`src/rtl/vec_alu_pipe_if.sv`:
```
`default_nettype none
// ============================================================================
// vec_alu_pipe_if : operand/result handshake bundle for vec_alu_pipe
// Rev 1.0
// ============================================================================
interface vec_alu_pipe_if #(
  parameter int LANES = 4,
  parameter int LW    = 8
) ();
  logic                  in_valid_i;
  logic                  in_ready_o;
  logic [LANES*LW-1:0]   v1_i;
  logic [LANES*LW-1:0]   v2_i;
  logic [2:0]            op_i;
  logic                  sat_i;
  logic                  out_valid_o;
  logic                  out_ready_i;
  logic [LANES*LW-1:0]   v_o;
  logic [LANES-1:0]      ovf_o;

  modport master (
    output in_valid_i, v1_i, v2_i, op_i, sat_i, out_ready_i,
    input  in_ready_o, out_valid_o, v_o, ovf_o
  );

  modport slave (
    input  in_valid_i, v1_i, v2_i, op_i, sat_i, out_ready_i,
    output in_ready_o, out_valid_o, v_o, ovf_o
  );
endinterface
`default_nettype wire

```
`src/rtl/vec_alu_pipe.sv`:
```
`default_nettype none
// ============================================================================
// vec_alu_pipe : two-stage packed-SIMD ALU with overflow/saturation and a
//                dot-product accumulator, valid/ready on both sides
// Rev 1.0
// ============================================================================
module vec_alu_pipe #(
  parameter int LANES = 4,
  parameter int LW    = 8,
  parameter int ACC_W = 32
) (
  input  logic          clk_i,
  input  logic          rst_ni,
  vec_alu_pipe_if.slave bus
);
  localparam int c_VW    = LANES * LW;
  localparam int c_LW1   = LW + 1;
  localparam int c_PW    = 2 * LW;
  localparam int c_DPW   = c_PW + $clog2(LANES);
  localparam int c_AW1   = ACC_W + 1;
  localparam int c_LANES = LANES;

  localparam logic [2:0] c_OP_VADD = 3'b010;
  localparam logic [2:0] c_OP_VSUB = 3'b110;
  localparam logic [2:0] c_OP_VDP  = 3'b001;
  localparam logic [2:0] c_OP_VMAC = 3'b011;
  localparam logic [2:0] c_OP_VCLR = 3'b100;

  logic w_adv;
  logic w_is_sub;

  logic signed [LW:0]     w_lane_res [LANES];
  logic signed [c_PW-1:0] w_prod     [LANES];

  logic                   r_s1_valid;
  logic                   r_s1_sat;
  logic [2:0]             r_s1_op;
  logic [c_VW-1:0]        r_s1_v1;
  logic signed [LW:0]     r_s1_lane  [LANES];
  logic signed [c_PW-1:0] r_s1_prod  [LANES];

  logic                   r_out_valid;
  logic [c_VW-1:0]        r_v;
  logic [LANES-1:0]       r_ovf;
  logic signed [ACC_W-1:0] r_acc;

  logic [c_VW-1:0]         w_lane_pack;
  logic [LANES-1:0]        w_lane_ovf;
  logic signed [c_DPW-1:0] w_dot;
  logic signed [ACC_W:0]   w_acc_sum;
  logic                    w_acc_ovf;
  logic signed [ACC_W-1:0] w_acc_mac;
  logic [c_VW-1:0]         w_v_next;
  logic [LANES-1:0]        w_ovf_next;
  logic signed [ACC_W-1:0] w_acc_d;

  assign w_adv           = !r_out_valid || bus.out_ready_i;
  assign bus.in_ready_o  = w_adv;
  assign bus.out_valid_o = r_out_valid;
  assign bus.v_o         = r_v;
  assign bus.ovf_o       = r_ovf;

  assign w_is_sub = (bus.op_i == c_OP_VSUB);

  // Stage 1: exact per-lane sum/difference and full-width products.
  for (genvar k = 0; k < LANES; k++) begin : g_s1_lane
    logic signed [LW-1:0] w_a;
    logic signed [LW-1:0] w_b;
    assign w_a = bus.v1_i[k*LW +: LW];
    assign w_b = bus.v2_i[k*LW +: LW];
    assign w_lane_res[k] = w_is_sub ? (c_LW1'(w_a) - c_LW1'(w_b))
                                    : (c_LW1'(w_a) + c_LW1'(w_b));
    assign w_prod[k] = c_PW'(w_a) * c_PW'(w_b);
  end

  // Stage 2 lanes: overflow is a disagreement between the two top bits.
  for (genvar k = 0; k < LANES; k++) begin : g_s2_lane
    logic w_ovf;
    assign w_ovf         = r_s1_lane[k][LW] ^ r_s1_lane[k][LW-1];
    assign w_lane_ovf[k] = w_ovf;
    assign w_lane_pack[k*LW +: LW] = (w_ovf && r_s1_sat)
        ? {r_s1_lane[k][LW], {(LW-1){~r_s1_lane[k][LW]}}}
        : r_s1_lane[k][LW-1:0];
  end

  always_comb begin
    w_dot = '0;
    for (int k = 0; k < LANES; k++) begin
      w_dot = w_dot + c_DPW'(r_s1_prod[k]);
    end
  end

  assign w_acc_sum = c_AW1'(r_acc) + c_AW1'(w_dot);
  assign w_acc_ovf = w_acc_sum[ACC_W] ^ w_acc_sum[ACC_W-1];
  assign w_acc_mac = (w_acc_ovf && r_s1_sat)
      ? {w_acc_sum[ACC_W], {(ACC_W-1){~w_acc_sum[ACC_W]}}}
      : w_acc_sum[ACC_W-1:0];

  always_comb begin
    w_v_next   = r_s1_v1;
    w_ovf_next = '0;
    w_acc_d    = r_acc;
    case (r_s1_op)
      c_OP_VADD, c_OP_VSUB: begin
        w_v_next   = w_lane_pack;
        w_ovf_next = w_lane_ovf;
      end
      c_OP_VDP: begin
        w_v_next = c_VW'(w_dot);
      end
      c_OP_VMAC: begin
        w_acc_d    = w_acc_mac;
        w_v_next   = c_VW'(w_acc_mac);
        w_ovf_next = c_LANES'(w_acc_ovf);
      end
      c_OP_VCLR: begin
        w_acc_d  = '0;
        w_v_next = '0;
      end
      default: ;
    endcase
  end

  // Both stages move together; the accumulator updates on the S2 load edge,
  // so a following VMAC in S1 always sees the fresh value.
  always_ff @(posedge clk_i) begin
    if (!rst_ni) begin
      r_s1_valid  <= 1'b0;
      r_s1_sat    <= 1'b0;
      r_s1_op     <= '0;
      r_s1_v1     <= '0;
      for (int k = 0; k < LANES; k++) begin
        r_s1_lane[k] <= '0;
        r_s1_prod[k] <= '0;
      end
      r_out_valid <= 1'b0;
      r_v         <= '0;
      r_ovf       <= '0;
      r_acc       <= '0;
    end else if (w_adv) begin
      r_s1_valid <= bus.in_valid_i;
      if (bus.in_valid_i) begin
        r_s1_sat <= bus.sat_i;
        r_s1_op  <= bus.op_i;
        r_s1_v1  <= bus.v1_i;
        for (int k = 0; k < LANES; k++) begin
          r_s1_lane[k] <= w_lane_res[k];
          r_s1_prod[k] <= w_prod[k];
        end
      end
      r_out_valid <= r_s1_valid;
      if (r_s1_valid) begin
        r_v   <= w_v_next;
        r_ovf <= w_ovf_next;
        r_acc <= w_acc_d;
      end
    end
  end
endmodule
`default_nettype wire

```
`src/flat_wrapper.sv`:
```
// flat-port wrapper written by rule: the top's interface ports become plain ports
module vec_alu_pipe_flat 
#(
  parameter int LANES = 4,
  parameter int LW    = 8,
  parameter int ACC_W = 32
)
  (clk_i, rst_ni, bus_in_valid_i, bus_v1_i, bus_v2_i, bus_op_i, bus_sat_i, bus_out_ready_i, bus_in_ready_o, bus_out_valid_o, bus_v_o, bus_ovf_o);
  vec_alu_pipe_if #(.LANES(LANES), .LW(LW)) bus_i ();
  input  logic clk_i;
  input  logic rst_ni;
  input wire logic [$bits(bus_i.in_valid_i)-1:0] bus_in_valid_i;
  input wire logic [$bits(bus_i.v1_i)-1:0] bus_v1_i;
  input wire logic [$bits(bus_i.v2_i)-1:0] bus_v2_i;
  input wire logic [$bits(bus_i.op_i)-1:0] bus_op_i;
  input wire logic [$bits(bus_i.sat_i)-1:0] bus_sat_i;
  input wire logic [$bits(bus_i.out_ready_i)-1:0] bus_out_ready_i;
  output wire logic [$bits(bus_i.in_ready_o)-1:0] bus_in_ready_o;
  output wire logic [$bits(bus_i.out_valid_o)-1:0] bus_out_valid_o;
  output wire logic [$bits(bus_i.v_o)-1:0] bus_v_o;
  output wire logic [$bits(bus_i.ovf_o)-1:0] bus_ovf_o;
  assign bus_i.in_valid_i = bus_in_valid_i;
  assign bus_i.v1_i = bus_v1_i;
  assign bus_i.v2_i = bus_v2_i;
  assign bus_i.op_i = bus_op_i;
  assign bus_i.sat_i = bus_sat_i;
  assign bus_i.out_ready_i = bus_out_ready_i;
  assign bus_in_ready_o = bus_i.in_ready_o;
  assign bus_out_valid_o = bus_i.out_valid_o;
  assign bus_v_o = bus_i.v_o;
  assign bus_ovf_o = bus_i.ovf_o;
  vec_alu_pipe #(.LANES(LANES), .LW(LW), .ACC_W(ACC_W)) u_core (.clk_i(clk_i), .rst_ni(rst_ni), .bus(bus_i));
endmodule
```
`config.mk`:
```
export PLATFORM = sky130hd
export DESIGN_NAME = vec_alu_pipe_flat
export DESIGN_NICKNAME = d
export VERILOG_FILES = /design/src/rtl/vec_alu_pipe_if.sv /design/src/rtl/vec_alu_pipe.sv /design/src/flat_wrapper.sv
export SDC_FILE = /design/constraint.sdc
export NUM_CORES = 1
export LEC_CHECK = 0
export BUFFER_PORTS_ARGS = -buffer_cell sky130_fd_sc_hd__buf_4
export CAP_MARGIN = 20
export CORE_MARGIN = 2
export CORE_UTILIZATION = 42
export CTS_BUF_LIST = sky130_fd_sc_hd__clkbuf_8
export DETAILED_ROUTE_END_ITERATION = 8
export SYNTH_ARGS = -nofsm -noshare
export SYNTH_HDL_FRONTEND = slang
export SYNTH_SLANG_ARGS = --single-unit
```
`constraint.sdc`:
```
create_clock -name clk_i -period 8.35 [get_ports clk_i]
set_clock_uncertainty 0.05 [all_clocks]
set_input_delay 0.835 -clock clk_i [delete_from_list [all_inputs] [get_ports clk_i]]
set_output_delay 0.835 -clock clk_i [all_outputs]
set_load 0.03 [all_outputs]
```
Word level (Yosys, flattened, before mapping):

Memory sizes are Yosys's and may differ from the RTL's.
Index checks and enable logic that the tools add are counted.

* reduce and logical (&&, ||, !) cells: 12
* multiply operators: 4
* $add $sub $neg: 12
* equal/unequal tests: 6
* mux-type cells: 25
* div/mod/pow operators: 0
* order comparisons: 0
* bitwise gates (word level): 18
* shift-type cells: 0

Operator list (count)
* case mux 32 bit (4 select lines): 1
* 2-to-1 mux 9 bit: 8
* multiplier 8 x 8 -> 16 bit: 4
* 2-to-1 mux 16 bit: 4
* case mux 32 bit (2 select lines): 1
* adder 8 x 8 -> 9 bit: 4
* subtractor 8 x 8 -> 9 bit: 4
* adder 32 x 18 -> 33 bit: 1
* 2-to-1 mux 32 bit: 1
* 2-to-1 mux 8 bit: 4
* adder 17 x 16 -> 18 bit: 1
* adder 18 x 16 -> 18 bit: 1
* adder 16 x 16 -> 17 bit: 1
* == test 3 bit, second input constant: 3
* bitwise OR 1 bit: 8
* case mux 4 bit (2 select lines): 1
* == test 3 x 2 -> 1 bit, second input constant: 2
* logical AND 1 bit: 5
* 2-to-1 mux 1 bit: 5
* NOT 1 bit: 5
* bitwise XOR 1 bit: 5
* AND reduction 2 bit: 2
* == test 3 x 1 -> 1 bit, second input constant: 1
* AND reduction 3 bit: 1
* other kinds (4): 4

* RAM bits: 100
* latch bits: 0
* memories: 2
* ROM bits: 0
* output and inout bits: 38
* register bits: 106
* input port bits: 72

Memories
* u_core.r_s1_prod: words 4, width 16, rd ports 4, clocked after memory_dff 0, write ports 4, line vec_alu_pipe.sv:40 `logic signed [c_PW-1:0] r_s1_prod [LANES];`
* u_core.r_s1_lane: words 4, width 9, rd ports 4, clocked after memory_dff 0, write ports 4, line vec_alu_pipe.sv:39 `logic signed [LW:0] r_s1_lane [LANES];`

Logic depth before layout (Yosys ltp):

Gate-level depths: netlist of run 1.

* depth after elaboration: 8
* mapped depth: 27
* gate-level depth less buffers: 24

Worst setup path after synthesis of run 1:

OpenSTA, ideal clock, no wires.

* path type: register to register
* start: memory u_core.r_s1_prod[0][17] in the netlist's numbering
* end: register u_core.r_acc[10]
* data required time: 8.178 ns
* arrival time: 6.028 ns
* setup slack: 2.150 ns
* library setup time: 0.122 ns
* cell stages (with the launch flop): 25
* cell sequence: edfxtp_1 -> inv_1 -> fa_1 -> fa_1 -> inv_1 -> ha_1 -> inv_1 -> fa_1 -> nor2b_1 -> o31a_1 -> o31a_1 -> o41ai_4 -> o21ai_0 -> a21oi_1 -> xor2_1 -> ha_1 -> buf_2 -> a21oi_1 -> o211ai_1 -> a211oi_1 -> o22ai_1 -> and2b_2 -> a21oi_4 -> buf_2 -> a221o_1

RTL lines
* from (decl): line vec_alu_pipe.sv:40
* to (signal assigned): line vec_alu_pipe.sv:155 `r_acc <= w_acc_d;`
* to (decl): line vec_alu_pipe.sv:45 `logic signed [ACC_W-1:0] r_acc;`

==> results of run 1 <==
==> routing by layer <==
metal | vias up | global-route usage (%) | share of wire (%)
li1 | 8744 | - | -
met3 | 89 | 2.420 | 5.3
met5 | - | 0 | 0
met1 | 9054 | 30.91 | 44
met2 | 513 | 39.00 | 49
met4 | 0 | 6.117 | 2.4
==> cell families after synthesis <==
kind of cell             share of synthesized area [%]
AND/OR/NAND/NOR                                  15.64
flip-flops                                       21.99
XOR/XNOR                                         5.375
AO/OA/AOI/OAI                                    14.80
multiplexers                                    0.3437
adder cells (fa/ha/maj)                          33.23
buffers and inverters                            8.618
==> worst max-delay path: stages (launching register included) <==
cell and delay [ns]:
edfxtp_1 0.36, inv_1 0.08, fa_1 0.43, fa_1 0.49, inv_1 0.04, ha_1 0.19, inv_1 0.08, fa_1 0.21
nor2b_1 0.06, o31a_1 0.27, o31a_1 0.30, o41ai_4 0.44, o21ai_0 0.13, a21oi_1 0.19, xor2_1 0.09, buf_4 0.24
ha_1 0.45, nand2_1 0.19, o21a_1 0.22, o211ai_1 0.20, a211oi_1 0.10, o22ai_1 0.41, nand2_1 0.35, nor3_4 0.71
a211oi_1 0.15, a221oi_2 0.30
==> flip-flops by register name, summed over array words and instances (netlist names) <==
signal	cells
u_core.bus.out_valid_o	1
u_core.bus.ovf_o	4
u_core.bus.v_o	32
u_core.r_acc	32
u_core.r_s1_lane	36
u_core.r_s1_op	3
u_core.r_s1_prod	64
u_core.r_s1_sat	1
u_core.r_s1_v1	32
u_core.r_s1_valid	1
==> cells in the final DEF (no fill, tap or decap), types with 6 or more instances in the layout <==
master	n
ha_1	206
buf_4	125
o22ai_1	9
mux2i_1	8
nor2b_1	24
clkbuf_8	44
nand2b_1	38
xor2_1	30
nor4_1	6
o211ai_1	13
a22o_1	30
nand2_1	201
a31oi_1	10
clkinv_1	6
o21bai_1	16
dfxtp_1	106
a211oi_1	30
a21o_1	36
fa_1	258
nand3_1	24
nor2_1	154
a221o_1	16
and3_1	16
nor3b_1	7
and2_1	179
a21oi_1	163
edfxtp_1	100
a21boi_0	6
a221oi_1	9
a311oi_1	7
nor3_1	51
o21ai_0	111
inv_1	433
o21a_1	15
or3_1	8
o31ai_1	13
xnor2_1	113
==> area by class of cell <==
cell class                 count  area, sq um  share of cell area [%]
sequential                   206         5125                   20.04
inverter                     424         1594                   6.232
multi-input combinational   1878        16200                   63.33
timing repair buffer         126        949.7                   3.713
clock inverter                26        168.9                  0.6604
clock buffer                  44        605.6                   2.368
tap                          748        935.9                   3.659
==> power groups by stage <==
stage	clock, mW	combinational [mW]	sequential, mW
after CTS	1.03	8.50	1.31
final	1.01	8.57	1.31
after global routing	1.07	9.51	1.33
after global placement	0	8.36	1.33
after floorplan	0	6.29	1.33
after detailed placement	0	8.42	1.34
==> worst min path at each step <==
stage	to	slack [ns]	startpoint
global route	u_core.r_acc[20]$_SDFFE_PN0P_	0.42	u_core.r_acc[20]$_SDFFE_PN0P_
global placement	u_core.r_acc[15]$_SDFFE_PN0P_	0.39	u_core.r_acc[15]$_SDFFE_PN0P_
finish	u_core.r_acc[20]$_SDFFE_PN0P_	0.40	u_core.r_acc[20]$_SDFFE_PN0P_
floorplan	u_core.r_s1_v1[0]$_SDFFE_PN0P_	0.37	u_core.r_s1_v1[0]$_SDFFE_PN0P_
CTS	u_core.r_s1_sat$_SDFFE_PN0P_	0.39	bus_sat_i
detailed placement	u_core.r_acc[15]$_SDFFE_PN0P_	0.40	u_core.r_acc[15]$_SDFFE_PN0P_
==> stage by stage <==
step           hold slack (ns)  power [mW]
6_report                0.4042       10.89
5_1_grt                 0.4231       11.90
3_3_place_gp            0.3901       9.698
2_1_floorplan           0.3685       7.616
4_1_cts                 0.3938       10.84
3_5_place_dp            0.3971       9.758
==> metrics.yaml, run 1 <==
outcome: "finished, final reports clean"
cp-endpoint: "u_core.bus.v_o[7]$_SDFFE_PN0P_"
setup_viol: 0
cts_setup_buffers: 0
switching_share_pct: 54.41
p_int_mw: 4.965
syn_to_final_growth_pct: 9.767
place_area_sq_um: 24790
clock.fmax_mhz: 146.8
final-hold-violation-count: 0
cts.clk_slew.worst_paths_ns: 0.06
antenna_found_initial: 0
cts-hold-fix-buffers: 0
wl_per_cell_um: 18.51
clockBufferDepth: 3
tightest_slew_ns: 0.9246
worstPathMaxFanout: 16
numPortBuffers: 109
synthTopCellsByCount: "inv_1 (422), fa_1 (258), ha_1 (206)"
cts_tree: "built"
rr_endpoint: "u_core.bus.v_o[7]$_SDFFE_PN0P_"
slew_viol_final: 0
crit_arrival_ns: 7.25
row_count: 86
fillers: 5341
grt_pass1_wl_um: 102600
netlist_area_sq_um: 23300
layout_min_cycle_time_ns: 6.811
drt_wl_total_um: 63910
ff2ff_setup_slack_ns: 1.54
stdcell_count: 3452
core_area_sq_um: 54990
crit_type: "flop to flop"
h-tree-depth: 2
end_kind: "flop"
worstHoldPathCells: 2
drive_gt1_share_pct: 7.618
power_frac_seq_pct: 12.1
utilization_pct: 46.52
relSlewSlack_pct: 38.36
cp.required_ns: 8.79
synth_top_cells_by_area: "fa_1 (22%), edfxtp_1 (13%), ha_1 (11%)"
async_flop_share_pct: 0
clock_latency_ns: 0.58
setup_ws_ns: 1.539
synth_enable_flop_cells: 100
gp_congestion: 0.9376
synth.most_common_cell: "inv_1"
syn_nets: 3147
layout.nets: 3211
stdcell_area_sq_um: 25580
dieArea_sq_um: 57380
die_h_um: 239.5
diodes: 0
cts-root-buf: "clkbuf_8"
period_share_pct: 81.57
placed_cells: 3381
via_count: 18400
cts_sinks: 206
post-route-drc-count: 0
synth_warnings: 0
yosysSeqAreaShare_pct: 21.99
grt_overflow_total: 0
grt_max_degree: 74
firstDrtPassIters: 5
yosysUniqueCellTypes: 73
syn_inst: 2611
synth-seq-cells: 206
ant_nets: 0
setup_tns_ns: 0
switchingPower_mw: 5.924
min_path_type: "flop to flop"
ir_worst_vdd_mv: 0.4920
crit_path_start_kind: "flop"
hpwl_um: 50820
combPwrFrac_pct: 78.7
avgSynthCellArea_sq_um: 8.924
cts_resized: 0
leakagePower_nw: 11.60
drt_iter0_drc: 1329
r2r-start: "u_core.r_s1_prod[0][17]$_SDFFCE_PN0P_"
die_w_um: 239.5
preCtsSetupSlack_ns: 1.542
synth_flop_cell: "dfxtp_1"
grt_use_total_pct: 22.88
clockPowerShare_pct: 9.2
viasPerCell: 5.330
yosys.area.top_type: "fa_1"
r2r_cells: 25
crit_path_start: "u_core.r_s1_prod[0][17]$_SDFFCE_PN0P_"
grt_pass1_vias: 18620
grt_setup_unrepaired: "no"
synth_top_area_share_pct: 22.17
max_cap_viol_count: 0
powerDensity_nw_per_um2: 425.7
initial_core_util_pct: 42.38
boundaryPins: 110
numCtsBuffers: 39
Power figures use the tool's default switching activity.
==> run 2, diff against run 1 <==
Clock period 8.35 ns to 6.9 ns, I/O delays scaled along.
==> metrics.yaml, run 2 (synthesized netlist as in run 1, its figures left out) <==
drt_wl_total_um: 64440
max_stage_delay_ns: 0.49
regMostFlops: "u_core.r_s1_prod"
grt_use_total_pct: 23.06
wl_per_cell_um: 18.65
p_int_mw: 6.136
initial_core_util_pct: 42.38
core_area_sq_um: 54990
crit_path_start_kind: "flop"
boundaryPins: 110
stdcell_area_sq_um: 25640
place_area_sq_um: 24870
setup_viol: 0
h-tree-depth: 2
path_buf_inv: 6
cts-root-buf: "clkbuf_8"
cts.clk_slew.worst_paths_ns: 0.06
slew_viol_final: 0
worstPathMaxFanout: 16
largest_reg_flops: 64
crit_type: "flop to flop"
multi_input_area_sq_um: 16210
antenna_found_initial: 0
regArea_sq_um: 5125
max_cap_viol_count: 0
switching_share_pct: 53.91
reg_top3: "u_core.r_s1_prod (64), u_core.r_s1_lane (36)"
crit_arrival_ns: 6.90
power_frac_seq_pct: 12.0
layout.nets: 3218
numCtsBuffers: 37
post-route-drc-count: 0
grt_pass1_wl_um: 103400
grt_setup_unrepaired: "no"
gp_congestion: 0.9643
min_path_type: "primary input to flop"
final_cell_mix: "inv_1 (432), fa_1 (258), ha_1 (206)"
mostFrequentLayoutCell: "inv_1"
cts_sinks: 206
grt_max_degree: 81
outcome: "finished, final reports clean"
cp_top_family: "compound AO/OA/AOI/OAI gates"
clock.fmax_mhz: 154.2
syn_to_final_growth_pct: 10.04
viasPerCell: 5.340
via_count: 18460
ir_worst_vdd_mv: 0.5030
final-hold-violation-count: 0
cp.required_ns: 7.31
row_count: 86
ant_nets: 0
die_w_um: 239.5
numPortBuffers: 109
cts_tree: "built"
drt_iter0_drc: 1224
end_kind: "flop"
hpwl_um: 51890
setup_tns_ns: 0
powerDensity_nw_per_um2: 519.2
cts-hold-fix-buffers: 0
period_share_pct: 94.02
leakagePower_nw: 11.64
die_h_um: 239.5
dieArea_sq_um: 57380
grt_overflow_total: 0
fillers: 5325
tightest_slew_ns: 0.9808
layout_min_cycle_time_ns: 6.487
clockPowerShare_pct: 9.0
switchingPower_mw: 7.177
cp_slowest_cell: "fa_1"
relSlewSlack_pct: 34.62
firstDrtPassIters: 5
clock_latency_ns: 0.58
drive_gt1_share_pct: 7.832
grt_pass1_vias: 18720
combPwrFrac_pct: 78.9
clockBufferDepth: 3
-- run 2: area by class of cell --
cell class	instances	share of cell area [%]
repair buffers	135	4.002
inverters	424	6.217
well taps	748	3.650
multi-input cells	1878	63.20
clock inverters	22	0.6734
diodes	1	0.009760
clock buffers	42	2.255
flip-flops and latches	206	19.99
-- run 2: path summary, 6_finish.rpt --
| path | from | endpoint | slack [ns] | depth (start not counted) |
|---|---|---|---|---|
| worst max-delay path | u_core.r_s1_prod[0][17]$_SDFFCE_PN0P_ | u_core.bus.v_o[28]$_SDFFE_PN0P_ | 0.41 | 27 |
| worst min-delay path | bus_op_i[0] | u_core.r_s1_op[0]$_SDFFE_PN0P_ | 0.29 | 2 |
| worst max register to register | u_core.r_s1_prod[0][17]$_SDFFCE_PN0P_ | u_core.bus.v_o[28]$_SDFFE_PN0P_ | 0.41 | 27 |
| worst min register to register | u_core.r_acc[27]$_SDFFE_PN0P_ | u_core.r_acc[27]$_SDFFE_PN0P_ | 0.41 | 2 |
-- run 2: through the flow --
stage / hold slack (ns) / utilization, % / cells / setup slack, ns / total power [mW]
after floorplan: 0.3685 / - / 2611 / 0.7005 / 9.216
after global placement: 0.3908 / 45.23 / 3390 / 0.4205 / 11.91
after detailed placement: 0.4045 / 45.23 / 3390 / 0.3957 / 11.95
after global routing: 0.2751 / 46.63 / 3455 / 0.04995 / 14.56
after CTS: 0.2547 / 46.60 / 3454 / 0.3741 / 13.24
final: 0.2874 / 46.63 / 3456 / 0.4129 / 13.31
-- run 2: worst register-to-register path: cells and delay by family, from the launching register on --
| family | cells | cell delay (ns) |
|---|---|---|
| AO/OA/AOI/OAI | 9 | 2.46 |
| flip-flops | 1 | 0.36 |
| XOR/XNOR | 2 | 0.15 |
| adder cells (fa/ha/maj) | 5 | 1.81 |
| buffers and inverters | 6 | 0.85 |
| AND/OR/NAND/NOR | 5 | 0.72 |
-- run 2: power by group through the flow --
stage	clock, mW	sequential (mW)	combinational (mW)
2_1_floorplan	0	1.61	7.61
3_3_place_gp	0	1.62	10.3
3_5_place_dp	0	1.62	10.3
4_1_cts	1.23	1.60	10.4
5_1_grt	1.28	1.62	11.7
6_report	1.20	1.60	10.5
-- run 2: repair_timing --
item	in CTS	in global routing
resized for setup	0	1
setup buffers	0	1
endpoints found under the setup margin	0	1
-- run 2: routing by layer --
metal  routed length, um  global-route usage [%]  vias up  share of wire (%)
li1                    -                       -     8738                  -
met1               28100                   31.08     9134                 44
met2               31540                   39.12      495                 49
met3                3289                   2.593       89                5.1
met4                1509                   6.515        0                2.3
met5                   0                       0        -                  0
==> run 3, diff against run 2 <==
Settings changed: CORE_UTILIZATION 42 to 45.
==> metrics.yaml, run 3 (synthesized netlist as in run 1, its figures left out) <==
dieArea_sq_um: 53620
cp.required_ns: 7.34
boundaryPins: 110
period_share_pct: 93.71
reg_top3: "u_core.r_s1_prod (64), u_core.r_s1_lane (36)"
placed_cells: 3322
tightest_slew_ns: 1.041
ir_worst_vdd_mv: 0.4932
cts_setup_buffers: 0
initial_core_util_pct: 45.42
final-hold-violation-count: 0
total_power_mw: 13.53
firstDrtPassIters: 6
cts-hold-fix-buffers: 0
die_h_um: 231.6
regMostFlops: "u_core.r_s1_prod"
clockBufferDepth: 3
gp_congestion: 0.9023
syn_to_final_growth_pct: 9.977
clock.fmax_mhz: 154.7
final_cell_mix: "inv_1 (433), fa_1 (258), ha_1 (206)"
core_area_sq_um: 51300
cts-root-buf: "clkbuf_8"
post-route-drc-count: 0
setup_viol: 0
diodes: 0
fillers: 4928
numPortBuffers: 109
wl_per_cell_um: 19.02
clock_latency_ns: 0.59
powerDensity_nw_per_um2: 527.8
hpwl_um: 51950
grt_use_total_pct: 24.82
viasPerCell: 5.439
drive_gt1_share_pct: 8.038
layout_min_cycle_time_ns: 6.466
stdcell_count: 3392
layout.nets: 3219
outcome: "finished, final reports clean"
utilization_pct: 49.95
crit_arrival_ns: 6.90
ant_nets: 0
cts_sinks: 206
grt_pass1_wl_um: 104100
grt_overflow_total: 0
worstPathMaxFanout: 16
setup_tns_ns: 0
mostFrequentLayoutCell: "inv_1"
end_kind: "flop"
cts.clk_slew.worst_paths_ns: 0.06
numCtsBuffers: 38
h-tree-depth: 2
die_w_um: 231.6
crit_type: "flop to flop"
cts_tree: "built"
via_count: 18450
row_count: 83
leakagePower_nw: 11.69
crit_path_start_kind: "flop"
cts_resized: 0
grt_pass1_vias: 18930
drt_iter0_drc: 1072
antenna_found_initial: 0
grt_max_degree: 81
min_path_type: "primary input to flop"
drt_wl_total_um: 64520
grt_setup_unrepaired: "no"
relSlewSlack_pct: 30.57
max_cap_viol_count: 0
largest_reg_flops: 64
slew_viol_final: 0
[run 3: final timing paths]
| path | endpoint | start | slack, ns | cells after the start |
|---|---|---|---|---|
| max | u_core.bus.v_o[12]$_SDFFE_PN0P_ | u_core.r_s1_prod[0][17]$_SDFFCE_PN0P_ | 0.43 | 27 |
| min | u_core.r_s1_sat$_SDFFE_PN0P_ | bus_sat_i | 0.28 | 2 |
| max reg2reg | u_core.bus.v_o[12]$_SDFFE_PN0P_ | u_core.r_s1_prod[0][17]$_SDFFCE_PN0P_ | 0.43 | 27 |
| min reg2reg | u_core.r_acc[31]$_SDFFE_PN0P_ | u_core.r_acc[31]$_SDFFE_PN0P_ | 0.41 | 2 |
[run 3: critical path, cell delays in order (launching register included)]
cell	delay [ns]
edfxtp_1	0.35
inv_1	0.08
fa_1	0.43
fa_1	0.49
inv_1	0.04
ha_1	0.20
inv_1	0.09
fa_1	0.21
nor2b_1	0.06
o31a_1	0.27
o31a_1	0.31
o41ai_4	0.43
o21ai_0	0.13
a21oi_1	0.19
xor2_1	0.08
buf_4	0.24
ha_1	0.45
nand4_2	0.22
nor2_2	0.21
nand2_1	0.09
a2111o_1	0.40
nand3_2	0.10
xnor2_1	0.10
buf_4	0.21
a21oi_4	0.34
buf_4	0.23
a21oi_1	0.07
a221oi_1	0.28
[run 3: power by group]
| group | leakage (nW) | internal (mW) | switching (mW) |
|---|---|---|---|
| combinational | 9.26 | 3.99 | 6.66 |
| sequential | 1.96 | 1.50 | 0.0850 |
| clock | 0.466 | 0.735 | 0.555 |
[run 3: area by class of cell]
class	instances	area, sq um	area share [%]
timing repair buffer	135	1017	3.970
sequential	206	5125	20.00
tap	680	850.8	3.320
clock inverter	25	214.0	0.8349
inverter	424	1594	6.220
clock buffer	44	605.6	2.363
multi-input combinational	1878	16220	63.29
[run 3: metal layers]
layer | GRT usage (%) | wire length (um)
met1 | 33.48 | 28580
met2 | 41.52 | 30860
met3 | 3.580 | 3579
met4 | 7.091 | 1498
met5 | 0 | 0
[run 3: metrics by stage]
step	instance area (sq um)	setup WS [ns]	hold slack, ns
finish	25630	0.4340	0.2826
global route	25630	0.007304	0.2786
floorplan	23300	0.7005	0.3685
detailed placement	24780	0.2640	0.4009
CTS	25600	0.1988	0.2464
global placement	24780	0.3038	0.3934
